[src/rtl/bsg_segment_accumulator_pkg.sv]
// Shared types and helpers for the segment accumulator.
package bsg_segment_accumulator_pkg;

  typedef enum logic {
    eFill = 1'b0,
    eHold = 1'b1
  } state_e;

  // Guards the divide so a bad parameter set reaches the elaboration check cleanly.
  function automatic int seg_width(input int width_p, input int segments_p);
    return (segments_p < 1) ? width_p : (width_p / segments_p);
  endfunction

endpackage

[src/rtl/bsg_mux_segmented.sv]
// Per-segment 2:1 select: segment k takes data1 when sel[k]=1, otherwise data0.
module bsg_mux_segmented #(
  parameter int segments_p      = 4,
  parameter int segment_width_p = 4
) (
  input  logic [segments_p*segment_width_p-1:0] data0_i,
  input  logic [segments_p*segment_width_p-1:0] data1_i,
  input  logic [segments_p-1:0]                 sel_i,
  output logic [segments_p*segment_width_p-1:0] data_o
);

  for (genvar k = 0; k < segments_p; k++) begin : g_seg
    assign data_o[k*segment_width_p +: segment_width_p] = sel_i[k]
      ? data1_i[k*segment_width_p +: segment_width_p]
      : data0_i[k*segment_width_p +: segment_width_p];
  end

endmodule

[src/rtl/bsg_segment_accumulator.sv]
// Assembles a full-width word from masked partial writes and offers it
// downstream on a v/yumi handshake.
module bsg_segment_accumulator
  import bsg_segment_accumulator_pkg::*;
#(
  parameter int width_p         = 16,
  parameter int segments_p      = 4,
  parameter bit clear_on_emit_p = 1'b0
) (
  input  logic                  clk_i,
  input  logic                  reset_n_i,
  input  logic                  v_i,
  input  logic [width_p-1:0]    data_i,
  input  logic [segments_p-1:0] seg_mask_i,
  input  logic                  last_i,
  output logic                  ready_o,
  output logic                  v_o,
  output logic [width_p-1:0]    data_o,
  output logic [segments_p-1:0] filled_o,
  input  logic                  yumi_i
);

  localparam int seg_width_lp = seg_width(width_p, segments_p);

  if ((segments_p < 1)
      || ((width_p % ((segments_p < 1) ? 1 : segments_p)) != 0)) begin : g_bad_params
    $error("bsg_segment_accumulator: width_p must be a multiple of segments_p >= 1");
  end

  state_e                state_r;
  logic [width_p-1:0]    data_r;
  logic [width_p-1:0]    data_n;
  logic [segments_p-1:0] filled_r;
  logic                  closes;

  bsg_mux_segmented #(
    .segments_p     (segments_p),
    .segment_width_p(seg_width_lp)
  ) u_mux (
    .data0_i(data_r),
    .data1_i(data_i),
    .sel_i  (seg_mask_i),
    .data_o (data_n)
  );

  // A write completes the word if it is flagged last or fills the final gaps.
  assign closes = last_i | (&(filled_r | seg_mask_i));

  // NOTE: state flops use non-blocking assignments so every flop samples
  // pre-edge values regardless of statement order.
  always_ff @(posedge clk_i or negedge reset_n_i) begin
    if (!reset_n_i) begin
      state_r  <= eFill;
      data_r   <= '0;
      filled_r <= '0;
    end else begin
      case (state_r)
        eFill: begin
          if (v_i) begin
            data_r   <= data_n;
            filled_r <= filled_r | seg_mask_i;
            if (closes) state_r <= eHold;
          end
        end
        eHold: begin
          if (yumi_i) begin
            state_r  <= eFill;
            filled_r <= '0;
            if (clear_on_emit_p) data_r <= '0;
          end
        end
        default: state_r <= eFill;
      endcase
    end
  end

  // Handshake outputs decode the state flop only; yumi never reaches ready.
  assign ready_o  = (state_r == eFill);
  assign v_o      = (state_r == eHold);
  assign data_o   = data_r;
  assign filled_o = filled_r;

  yumi_only_in_hold: assert property (
    @(posedge clk_i) disable iff (!reset_n_i) yumi_i |-> (state_r == eHold)
  );

endmodule
[config.mk]
export PLATFORM = sky130hd
export DESIGN_NAME = bsg_segment_accumulator
export DESIGN_NICKNAME = d
export VERILOG_FILES = /design/src/rtl/bsg_segment_accumulator_pkg.sv /design/src/rtl/bsg_mux_segmented.sv /design/src/rtl/bsg_segment_accumulator.sv
export SDC_FILE = /design/constraint.sdc
export NUM_CORES = 1
export LEC_CHECK = 0
export BUFFER_PORTS_ARGS = -buffer_cell sky130_fd_sc_hd__buf_2
export CAP_MARGIN = 10
export CORE_ASPECT_RATIO = 1.25
export CORE_MARGIN = 2
export CORE_UTILIZATION = 46
export DETAILED_ROUTE_END_ITERATION = 16
export PLACE_DENSITY_LB_ADDON = 0.08
export SYNTH_ARGS = -nofsm -noshare
export SYNTH_HDL_FRONTEND = slang
export SYNTH_HIERARCHICAL = 1
export SYNTH_SLANG_ARGS = --single-unit
[constraint.sdc]
create_clock -name clk_i -period 1.9 [get_ports clk_i]
set_clock_uncertainty 0.1 [all_clocks]
set_input_delay 0.285 -clock clk_i [delete_from_list [all_inputs] [get_ports clk_i]]
set_output_delay 0.285 -clock clk_i [all_outputs]
set_load 0.02 [all_outputs]
==> flow_summary.rst, run 1 <==
.. list-table::
   :header-rows: 1

   * - Metric
     - Value
   * - Status
     - finished, final reports clean
   * - Number of levels the H-tree was split into
     - 1
   * - Minimum period implied by the final worst setup slack
     - 1440 ps
   * - Synth Net Count
     - 95
   * - # Post-CTS Setup Buffers
     - 0
   * - Actual slew at the worst max-slew pin
     - ~480 ps
   * - Layout cells sized above 1
     - 0.711
   * - Cell with the most instances after synthesis
     - sky130_fd_sc_hd__mux2_2
   * - Count of endpoints failing setup in the final report
     - 0
   * - Worst setup margin
     - 465 ps
   * - Number of DRC violations after detailed-routing iteration 0
     - 6
   * - Clock input transition at the sequential cells of the worst setup and hold paths
     - 120 ps
   * - Async set-or-reset flop fraction in the synthesized netlist
     - 1.00
   * - Remaining global-route overflow
     - 0
   * - TritonCTS clock tree
     - yes
   * - Main area contributors after synthesis
     - sky130_fd_sc_hd__dfrtp_1 50%, sky130_fd_sc_hd__mux2_2 25%, sky130_fd_sc_hd__mux2_4 13%, sky130_fd_sc_hd__o2bb2ai_1 3.3%, sky130_fd_sc_hd__a21oi_1 1.9%
   * - Final hold violation count
     - 0
   * - Count of nets left with antenna violations after detail routing
     - 0
   * - Critical Path Slowest Stage Cell
     - sky130_fd_sc_hd__dfrtp_1
   * - Area overhead of the layout relative to synthesis
     - 27.6%
   * - Max_cap viols
     - 0
   * - Buffer depth of the longest clock path
     - 2
   * - Pre-CTS WS
     - around 480 ps
   * - Height of the chip
     - 57.5 um
   * - WL per Instance
     - around 13 um
   * - Count of fill cells added during filler insertion
     - between 200 and 250
   * - Antenna violations before repair
     - 0
   * - # placed instances
     - around 150
   * - Biggest area consumer among synthesized cells
     - sky130_fd_sc_hd__dfrtp_1
   * - Synthesized flop and latch total
     - 21
   * - WS Path Type
     - flop to flop
   * - Worst endpoint data arrival time
     - between 1500 and 2000 ps
   * - Number of warnings printed during yosys synthesis
     - 6
   * - Register-to-register setup slack
     - around 460 ps
   * - Clock network latency to the later pin of the worst-skew pair
     - 300 ps
   * - Number of clock sinks
     - 21
   * - Share of synthesized area occupied by flip-flops and latches
     - 0.499
   * - Final GP Congestion
     - between 0.7 and 0.8
   * - Count of non-filler cells in the finished layout
     - about 150
   * - VDD IR-drop max
     - 0.00105 V
   * - Number of clock buffers inserted by TritonCTS
     - 3
   * - Unrepaired setup endpoints after global routing
     - false
   * - HPWL reported at the end of detailed placement
     - 1.46 mm
   * - PwrDens
     - between 1500 and 2000 nW/um^2
   * - Total I/O pin count
     - 47
   * - Initial core utilization
     - 0.481
   * - Antenna diode instance count
     - 0
   * - Synthesized cell area
     - around 1100 um^2
   * - Top-area cell type share of the netlist area
     - 0.499
   * - Most frequent cells after synthesis
     - 23 x sky130_fd_sc_hd__mux2_2, 21 x sky130_fd_sc_hd__dfrtp_1, 9 x sky130_fd_sc_hd__mux2_4
   * - Critical path's largest stage delay
     - 490 ps
   * - Timing-limited maximum frequency
     - approximately 0.70 GHz
   * - Routed wire length
     - 1.98 mm
   * - DRC viols
     - 0
   * - Part of the cycle the worst path needs
     - 0.755
   * - Overall track demand over capacity in global routing
     - 0.160
   * - Net count of the finished layout
     - around 150
   * - Worst slew margin
     - 0.680
   * - Mean area per synthesized cell
     - ~15 um^2
   * - Leak Pwr
     - roughly 0.66 nW
   * - Hold crit path type
     - primary input to flop
   * - Maximum number of pins on one net before global-route repair
     - 22
   * - Cell count after synthesis
     - 70
   * - Worst Hold Slack
     - ~190 ps
   * - Data required time at the worst endpoint
     - roughly 2000 ps
   * - Total count of max-transition violations in the final report
     - 0
   * - Area of the die
     - 2690 um^2
   * - Total number of placement rows
     - 19
   * - Routed via count
     - 758
   * - Avg Vias per Cell
     - 4.99
   * - Die Span X
     - roughly 47 um
   * - First-pass GRT wire length
     - around 3.2 mm
   * - Number of I/O port buffers
     - 46
   * - Cell variety after synth
     - 12
   * - CP max FO
     - 10
   * - Main flop type after synthesis
     - sky130_fd_sc_hd__dfrtp_1
   * - Critical path capture point type
     - flop
   * - Drt first pass iters
     - 2
   * - Floorplan Core Area
     - 2190 um^2
   * - Number of enable-type register cells in the synthesized netlist
     - 0
   * - Number of global-route vias before repair
     - between 700 and 800
   * - Sum Neg Setup Slack
     - 0 ps
   * - Buffer type at the clock tree root
     - sky130_fd_sc_hd__clkbuf_4
   * - Cells traversed along the worst timing path
     - nor2b_2 -> buf_4 -> mux2_2
   * - Kind of start point of the critical path
     - flop
through the flow:
stage | instance area, um^2 | total power (W) | utilization
final | 1340 | 0.00209 | 0.614
after global routing | 1340 | 0.00225 | 0.614
after CTS | 1340 | 0.00212 | 0.614
after detailed placement | 1310 | 0.00190 | 0.597
after floorplan | 1050 | 0.00157 | -
after global placement | 1310 | 0.00188 | 0.597
sequential cells by signal (all words and copies together) (netlist names):
| name | cells |
|---|---|
| data_o | 16 |
| filled_o | 4 |
| v_o | 1 |
what timing repair did:
action | CTS | global route
resized for setup | 0 | 0
endpoints found under the hold margin | 21 | 0
hold buffers | 1 | 0
critical path, delay by kind of cell, from the launching register on:
family | cells | cell delay, ps
buf+inv | 1 | 230
flops | 1 | 490
mux | 1 | 350
simple gates | 1 | 160
report_power, final:
part | internal, W | leakage [nW] | switching, W
sequential | 0.000667 | 0.245 | 0.000174
clock | 0.0000785 | 0.0177 | 0.000140
combinational | 0.000513 | 0.393 | 0.000522
total | 0.00126 | 0.655 | 0.000836
final timing paths:
check                                           start                      end  cells after the start
worst max register to register          v_o$_DFF_PN0_    data_o[2]$_DFFE_PN0P_                      3
worst min register to register  data_o[5]$_DFFE_PN0P_    data_o[5]$_DFFE_PN0P_                      1
worst min-delay path                           yumi_i  filled_o[3]$_DFFE_PN0P_                      3
worst max-delay path                    v_o$_DFF_PN0_    data_o[2]$_DFFE_PN0P_                      3
min in group asynchronous                   reset_n_i   data_o[12]$_DFFE_PN0P_                      2
max in group asynchronous                   reset_n_i   data_o[10]$_DFFE_PN0P_                      2
layout by cell type, fill, tap and decap left out, drive strengths merged:
| cell type | Yosys | final |
|---|---|---|
| buf | 2 | 48 |
| mux2 | 32 | 32 |
| dfrtp | 21 | 21 |
| a21oi | 4 | 4 |
| o2bb2ai | 4 | 4 |
| clkbuf | 0 | 3 |
| inv | 2 | 2 |
| o22ai | 2 | 2 |
| nor2b | 1 | 1 |
| o21bai | 1 | 1 |
| a22o | 1 | 1 |
| clkinv | 0 | 1 |
| dlygate4sd3 | 0 | 1 |
cell type report:
| type | instances | area, um^2 | share of cell area |
|---|---|---|---|
| clock inverters | 1 | 5.00 | 0.00373 |
| well taps | 31 | 38.8 | 0.0289 |
| inverters | 2 | 7.51 | 0.00559 |
| clock buffers | 3 | 22.5 | 0.0168 |
| multi-input cells | 45 | 488 | 0.363 |
| flip-flops and latches | 21 | 526 | 0.391 |
| repair buffers | 49 | 255 | 0.190 |
routing by layer:
metal  vias to the layer above  routed length (um)  track usage
li1                        365                   -            -
met1                       360                 912        0.224
met2                        31                 913        0.241
met3                         2                 137       0.0411
met4                         0                  18       0.0476
met5                         -                   0            0
cell families (layout without fill, tap and decap cells):
family,Yosys count,in the layout,synth area share
AO/OA/AOI/OAI,12,12,0.0809
AND/OR/NAND/NOR,1,1,0.00832
buffers and inverters,4,55,0.0369
flip-flops,21,21,0.499
multiplexers,32,32,0.375
Power figures use the tool's default switching activity.
==> inputs of run 2 (changes only) <==
--- a/config.mk
+++ b/config.mk
@@ -5,11 +5,12 @@
 export SDC_FILE = /design/constraint.sdc
 export NUM_CORES = 1
 export LEC_CHECK = 0
+export ABC_AREA = 1
 export BUFFER_PORTS_ARGS = -buffer_cell sky130_fd_sc_hd__buf_2
 export CAP_MARGIN = 10
 export CORE_ASPECT_RATIO = 1.25
 export CORE_MARGIN = 2
-export CORE_UTILIZATION = 46
+export CORE_UTILIZATION = 41
 export DETAILED_ROUTE_END_ITERATION = 16
 export PLACE_DENSITY_LB_ADDON = 0.08
 export SYNTH_ARGS = -nofsm -noshare
==> constraint.sdc (replaced) <==
create_clock -name clk_i -period 1.3 [get_ports clk_i]
set_clock_uncertainty 0.1 [all_clocks]
set_input_delay 0.195 -clock clk_i [delete_from_list [all_inputs] [get_ports clk_i]]
set_output_delay 0.195 -clock clk_i [all_outputs]
set_load 0.02 [all_outputs]
==> run 2 against run 1 <==
Against the previous run: final cell count up 53%; power fell by 7.9%; sequential power grew 7.0%; area after synthesis up 0.48%; global-route usage increased by 0.37 points; largest cell class unchanged; register-to-register slack worse by 380 ps; utilization fell by 5.8 points; sequential share of layout area is 0.61 points lower.
==> flow_summary.rst, run 2 <==
.. list-table::
   :header-rows: 1

   * - Metric
     - Value
   * - Critical path capture point type
     - output pin
   * - Number of clock buffers inserted by TritonCTS
     - 3
   * - Clock network latency to the later pin of the worst-skew pair
     - around 290 ps
   * - Worst Hold Slack
     - 74.8 ps
   * - Main area contributors after synthesis
     - sky130_fd_sc_hd__dfrtp_1 50%, sky130_fd_sc_hd__nand2_1 37%, sky130_fd_sc_hd__a21oi_2 3.3%, sky130_fd_sc_hd__inv_2 2.1%, sky130_fd_sc_hd__nor2_1 2.1%
   * - Critical Path Slowest Stage Cell
     - sky130_fd_sc_hd__dfrtp_1
   * - Part of the cycle the worst path needs
     - 0.945
   * - Clock share of power
     - 0.159
   * - Crit-path leading delay family
     - flip-flops
   * - Remaining global-route overflow
     - 0
   * - VDD IR-drop max
     - about 0.00075 V
   * - CP max FO
     - 4
   * - WL per Instance
     - 9.96 um
   * - Area of the die
     - 3000 um^2
   * - Synth Net Count
     - ~180
   * - Most frequent cells in the layout
     - 105 x sky130_fd_sc_hd__nand2_1, 45 x sky130_fd_sc_hd__buf_2, 21 x sky130_fd_sc_hd__dfrtp_1
   * - TritonCTS clock tree
     - yes
   * - Number of clock sinks
     - 21
   * - Most common cell after layout, fill and taps aside
     - sky130_fd_sc_hd__nand2_1
   * - Cell with the most instances after synthesis
     - sky130_fd_sc_hd__nand2_1
   * - Data required time at the worst endpoint
     - 1000 ps
   * - Synthesized flop and latch total
     - 21
   * - Count of buffering cells on the critical path with inverters included
     - 2
   * - Synthesized cell area
     - between 1000 and 1500 um^2
   * - Share of synthesized area occupied by flip-flops and latches
     - 0.497
   * - Drt first pass iters
     - 4
   * - Count of endpoints failing setup in the final report
     - 0
   * - Minimum period implied by the final worst setup slack
     - around 1200 ps
   * - Unrepaired setup endpoints after global routing
     - true
   * - Initial core utilization
     - 0.431
   * - Sequential power share
     - 0.467
   * - Total count of max-transition violations in the final report
     - 0
   * - Total I/O pin count
     - 47
   * - Main flop type after synthesis
     - sky130_fd_sc_hd__dfrtp_1
   * - PwrDens
     - approximately 1400 nW/um^2
   * - Count of fill cells added during filler insertion
     - approximately 260
   * - First-pass GRT wire length
     - roughly 3.8 mm
   * - Layout cells sized above 1
     - 0.330
   * - Number of levels the H-tree was split into
     - 1
   * - Area used by sequential logic in the layout
     - between 500 and 600 um^2
   * - Count of nets left with antenna violations after detail routing
     - 0
   * - Floorplan Core Area
     - approximately 2500 um^2
   * - Worst slew margin
     - 0.687
   * - Area overhead of the layout relative to synthesis
     - 29.0%
   * - Max FFs per register
     - 16
   * - Antenna diode instance count
     - 0
   * - Overall track demand over capacity in global routing
     - 0.163
   * - Max_cap viols
     - 0
   * - Top-area cell type share of the netlist area
     - 0.497
   * - Buffer depth of the longest clock path
     - 2
   * - Clock input transition at the sequential cells of the worst setup and hold paths
     - around 110 ps
   * - Routed via count
     - roughly 1,000
   * - Avg Vias per Cell
     - between 4 and 5
   * - Maximum number of pins on one net before global-route repair
     - 22
   * - Number of warnings printed during yosys synthesis
     - 6
   * - Most frequent cells after synthesis
     - 105 x sky130_fd_sc_hd__nand2_1, 21 x sky130_fd_sc_hd__dfrtp_1, 6 x sky130_fd_sc_hd__inv_2, 6 x sky130_fd_sc_hd__nor2_1, 4 x sky130_fd_sc_hd__a21oi_2
   * - Part of the total power dissipated in combinational logic
     - 0.374
   * - Worst endpoint data arrival time
     - between 900 and 1000 ps
   * - Height of the chip
     - 60.8 um
   * - Net switching power
     - 0.000763 W
   * - Leak Pwr
     - 0.848 nW
   * - Final hold violation count
     - 0
   * - Cells traversed along the worst timing path
     - inv_2 -> buf_6
   * - DRC viols
     - 0
   * - WS Path Type
     - flop to output pin
   * - Antenna violations before repair
     - 0
   * - Final Core Density
     - 0.556
   * - Biggest area consumer among synthesized cells
     - sky130_fd_sc_hd__dfrtp_1
   * - Number of DRC violations after detailed-routing iteration 0
     - 21
   * - HPWL reported at the end of detailed placement
     - around 1.7 mm
   * - Buffer type at the clock tree root
     - sky130_fd_sc_hd__clkbuf_4
   * - Switching part of the total
     - 0.396
   * - Number of enable-type register cells in the synthesized netlist
     - 0
   * - Number of I/O port buffers
     - 46
   * - Final GP Congestion
     - 0.726
   * - Routed wire length
     - between 2 and 2.5 mm
   * - Status
     - finished, final reports clean
   * - Actual slew at the worst max-slew pin
     - roughly 470 ps
   * - Mean area per synthesized cell
     - 7.05 um^2
   * - Timing-limited maximum frequency
     - around 0.81 GHz
   * - Internal power
     - between 0.001 and 0.0015 W
   * - Number of global-route vias before repair
     - ~910
   * - Die Span X
     - a little under 50 um
   * - Total number of placement rows
     - 20
   * - Async set-or-reset flop fraction in the synthesized netlist
     - 1.00
   * - Hold crit path type
     - primary input to flop
   * - Kind of start point of the critical path
     - flop
   * - Net count of the finished layout
     - 226
   * - Cell count after synthesis
     - 150
   * - Cell variety after synth
     - 12
   * - Multi-input gate area
     - between 400 and 500 um^2
   * - Critical path's largest stage delay
     - approximately 430 ps
run 2: per-stage QoR:
stage / area [um^2] / TNS, ps / setup slack [ps] / total power [W] / std cells
finish: 1360 / 0 / 70.9 / 0.00193 / 233
global route: 1360 / -37.9 / -14.2 / 0.00208 / 233
global placement: 1310 / 0 / 233 / 0.00161 / 227
floorplan: 1060 / 0 / 58.7 / 0.00136 / 150
CTS: 1360 / 0 / 4.83 / 0.00195 / 233
detailed placement: 1310 / 0 / 200 / 0.00163 / 227
run 2: what timing repair did:
action	CTS	global route
endpoints found under the setup margin	1	1
gates resized for setup	1	2
hold buffers	1	0
setup buffers	1	0
hold endpoints to repair	21	0
run 2: path summary, 6_finish.rpt:
path / startpoint / endpoint / slack (ps) / cells past startpoint
setup reg to reg: v_o$_DFF_PN0_ / data_o[9]$_DFFE_PN0P_ / 80 / 5
min in group asynchronous: reset_n_i / data_o[12]$_DFFE_PN0P_ / 270 / 2
hold reg to reg: data_o[14]$_DFFE_PN0P_ / data_o[14]$_DFFE_PN0P_ / 400 / 2
max in group asynchronous: reset_n_i / data_o[0]$_DFFE_PN0P_ / 510 / 2
hold / removal: last_i / v_o$_DFF_PN0_ / 70 / 5
setup / recovery: v_o$_DFF_PN0_ / ready_o / 70 / 2
run 2: cells by family after synthesis:
kind of cell | share of synthesized area
compound gates | 0.0414
simple gates | 0.411
buf+inv | 0.0509
flops | 0.497
run 2: power by group through the flow:
stage	sequential, W	clock (W)	combinational [W]
after CTS	0.000900	0.000325	0.000727
after detailed placement	0.000915	0	0.000712
after floorplan	0.00109	0	0.000278
after global placement	0.000910	0	0.000698
after global routing	0.000924	0.000358	0.000799
final	0.000900	0.000307	0.000721
run 2: final cells by class:
class | count | area share
Clock buffer | 3 | 0.0165
Clock inverter | 1 | 0.00367
Inverter | 8 | 0.0220
Multi-Input combinational cell | 118 | 0.350
Sequential cell | 21 | 0.385
Tap cell | 33 | 0.0303
Timing Repair Buffer | 49 | 0.192
run 2: routing by layer:
metal / GRT usage / routed length (um) / up-vias
met1: 0.195 / 1030 / 464
met5: 0 / 0 / -
met3: 0.0320 / 118 / 2
li1: - / - / 548
met2: 0.303 / 1160 / 30
met4: 0.0476 / 10 / 0
run 2: worst reg2reg max path, stage by stage (launching register included):
cell,delay (ps)
sky130_fd_sc_hd__dfrtp_1,430
sky130_fd_sc_hd__buf_4,150
sky130_fd_sc_hd__nor2_4,110
sky130_fd_sc_hd__buf_4,230
sky130_fd_sc_hd__nand2_1,70
sky130_fd_sc_hd__nand2_1,70
==> inputs of run 3 (changes only) <==
--- a/config.mk
+++ b/config.mk
@@ -10,9 +10,10 @@
 export CAP_MARGIN = 10
 export CORE_ASPECT_RATIO = 1.25
 export CORE_MARGIN = 2
-export CORE_UTILIZATION = 41
+export CORE_UTILIZATION = 35
 export DETAILED_ROUTE_END_ITERATION = 16
 export PLACE_DENSITY_LB_ADDON = 0.08
+export RECOVER_POWER = 50
 export SYNTH_ARGS = -nofsm -noshare
 export SYNTH_HDL_FRONTEND = slang
 export SYNTH_HIERARCHICAL = 1
==> run 3 against run 2 <==
Against the previous run: critical path depth did not move; critical path type unchanged; via count up 2.8%; worst hold slack got worse by 25 ps; largest power group unchanged.
==> flow_summary.rst, run 3 (synthesized netlist as in run 2, its figures left out) <==
.. list-table::
   :header-rows: 1

   * - Metric
     - Value
   * - Area used by sequential logic in the layout
     - between 500 and 600 um^2
   * - # placed instances
     - 231
   * - Non-Filler Cell Area, Final
     - around 1400 um^2
   * - Actual slew at the worst max-slew pin
     - between 500 and 600 ps
   * - Most common cell after layout, fill and taps aside
     - sky130_fd_sc_hd__nand2_1
   * - Clock share of power
     - 0.166
   * - Avg Vias per Cell
     - between 4 and 5
   * - Remaining global-route overflow
     - 0
   * - Buffer type at the clock tree root
     - sky130_fd_sc_hd__clkbuf_4
   * - Count of non-filler cells in the finished layout
     - 237
   * - Total number of placement rows
     - 22
   * - Part of the cycle the worst path needs
     - 0.986
   * - Minimum period implied by the final worst setup slack
     - roughly 1300 ps
   * - Antenna violations before repair
     - 0
   * - Area overhead of the layout relative to synthesis
     - 28.9%
   * - Most frequent cells in the layout
     - 105 x sky130_fd_sc_hd__nand2_1, 43 x sky130_fd_sc_hd__buf_2, 21 x sky130_fd_sc_hd__dfrtp_1
   * - Number of clock sinks
     - 21
   * - Critical path's largest stage delay
     - 400 ps
   * - Floorplan Core Area
     - just under 3000 um^2
   * - HPWL reported at the end of detailed placement
     - 1.79 mm
   * - Number of levels the H-tree was split into
     - 1
   * - Critical Path Slowest Stage Cell
     - sky130_fd_sc_hd__dfrtp_1
   * - TritonCTS clock tree
     - yes
   * - Die Span X
     - roughly 53 um
   * - Buffer depth of the longest clock path
     - 2
   * - Clock network latency to the later pin of the worst-skew pair
     - about 300 ps
   * - Antenna diode instance count
     - 0
   * - Initial core utilization
     - 0.362
   * - Timing-limited maximum frequency
     - 0.780 GHz
   * - WL per Instance
     - about 11 um
   * - Total I/O pin count
     - 47
   * - Kind of start point of the critical path
     - flop
   * - Number of DRC violations after detailed-routing iteration 0
     - 21
   * - Critical path capture point type
     - output pin
   * - Count of endpoints failing setup in the final report
     - 0
   * - Crit-path leading delay family
     - flip-flops
   * - Routed wire length
     - 2.49 mm
   * - First-pass GRT wire length
     - between 4 and 5 mm
   * - Internal power
     - 0.00117 W
   * - Final GP Congestion
     - roughly 0.65
   * - Number of cells on the worst hold path
     - 3
   * - Maximum number of pins on one net before global-route repair
     - 22
   * - Worst endpoint data arrival time
     - 990 ps
   * - Layout cells sized above 1
     - 0.308
   * - Max FFs per register
     - 16
   * - Part of the total power dissipated in combinational logic
     - 0.369
   * - Cells traversed along the worst timing path
     - inv_1 -> buf_4
   * - Status
     - finished, final reports clean
   * - Final Core Density
     - 0.467
   * - Clock input transition at the sequential cells of the worst setup and hold paths
     - about 120 ps
   * - Count of nets left with antenna violations after detail routing
     - 0
   * - Hold crit path type
     - primary input to flop
   * - Endpoint of the worst register-to-register path
     - data_o[4]$_DFFE_PN0P_
   * - Data required time at the worst endpoint
     - 1000 ps
   * - PwrDens
     - 1430 nW/um^2
   * - Count of buffering cells on the critical path with inverters included
     - 2
   * - Number of I/O port buffers
     - 46
   * - Net count of the finished layout
     - about 230
   * - Worst Hold Launch
     - yumi_i
   * - Worst slew margin
     - 0.647
   * - Endpoint of the worst hold-timing path
     - v_o$_DFF_PN0_
   * - Height of the chip
     - 65.5 um
   * - Number of global-route vias before repair
     - between 900 and 1,000
   * - Switching part of the total
     - 0.396
   * - Max_cap viols
     - 0
   * - Net switching power
     - ~0.00077 W
   * - Area of the die
     - approximately 3500 um^2
   * - Register-to-register setup slack
     - approximately 50 ps
   * - DRC viols
     - 0
   * - Cell depth of the worst flop-to-flop path
     - 5
   * - WS Path Type
     - flop to output pin
   * - Total count of max-transition violations in the final report
     - 0
   * - Final hold violation count
     - 0
   * - Sequential power share
     - 0.465
   * - Multi-input gate area
     - ~460 um^2
   * - Startpoint of the most critical register-to-register path
     - v_o$_DFF_PN0_
   * - VDD IR-drop max
     - 0.000686 V
   * - Standard cell area after detailed placement
     - about 1300 um^2
   * - Count of fill cells added during filler insertion
     - ~330
   * - Routed via count
     - roughly 1,100
   * - Leak Pwr
     - about 0.85 nW
   * - Unrepaired setup endpoints after global routing
     - true
   * - Number of clock buffers inserted by TritonCTS
     - 3
   * - CP max FO
     - 4
   * - Drt first pass iters
     - 8
   * - Overall track demand over capacity in global routing
     - 0.169
-- run 3: cell count changes in the layout (fill, tap and decap cells not counted), moves of 2 or more --
cell	change
sky130_fd_sc_hd__a21oi_1	+3
sky130_fd_sc_hd__buf_2	-2
sky130_fd_sc_hd__inv_2	-2
sky130_fd_sc_hd__a21oi_2	-3
-- run 3: final cells by class --
type / instances / area share
Timing Repair Buffer: 50 / 0.199
Multi-Input combinational cell: 118 / 0.339
Inverter: 8 / 0.0239
Sequential cell: 21 / 0.386
Tap cell: 36 / 0.0331
Clock buffer: 4 / 0.0193
-- run 3: how the worst max path moves through the flow --
stage / startpoint / to / slack [ps] / cells past startpoint
finish: v_o$_DFF_PN0_ / ready_o / 20 / 2
global route: v_o$_DFF_PN0_ / ready_o / -20 / 2
CTS: v_o$_DFF_PN0_ / ready_o / 6 / 2
detailed placement: v_o$_DFF_PN0_ / data_o[8]$_DFFE_PN0P_ / 200 / 4
global placement: v_o$_DFF_PN0_ / data_o[5]$_DFFE_PN0P_ / 230 / 4
floorplan: v_o$_DFF_PN0_ / filled_o[2]$_DFFE_PN0P_ / 60 / 5
-- run 3: what timing repair did --
action,in CTS,in global routing
setup buffers,1,0
setup endpoints to repair,1,3
hold endpoints to repair,21,0
hold buffers,1,0
gates resized for setup,3,2
-- run 3: metal layers --
layer	routed length [um]	vias to the layer above	GRT usage
li1	-	548	-
met1	1080	480	0.224
met2	1190	41	0.266
met3	185	4	0.0273
met4	36	0	0.0769
met5	0	-	0
-- run 3: power groups by stage --
stage	Combinational, W	Sequential (W)	Clock (W)
2_1_floorplan	0.000278	0.00109	0
3_3_place_gp	0.000707	0.000912	0
3_5_place_dp	0.000715	0.000918	0
4_1_cts	0.000740	0.000902	0.000341
5_1_grt	0.000815	0.000924	0.000361
6_report	0.000717	0.000902	0.000323
-- run 3: tightest hold or removal path, stage by stage --
cell,delay (ps)
sky130_fd_sc_hd__buf_2,90
sky130_fd_sc_hd__or2_2,100
sky130_fd_sc_hd__nand2_1,40
-- run 3: stage by stage --
stage | hold WS, ps | TNS (ps) | worst slack, ps | total power (W)
after floorplan | -201 | 0 | 58.7 | 0.00136
after global placement | 83.8 | 0 | 229 | 0.00162
after detailed placement | 86.6 | 0 | 196 | 0.00163
after CTS | 39.9 | 0 | 6.11 | 0.00198
after global routing | 57.1 | -23.1 | -17.9 | 0.00210
final | 49.5 | 0 | 17.8 | 0.00194
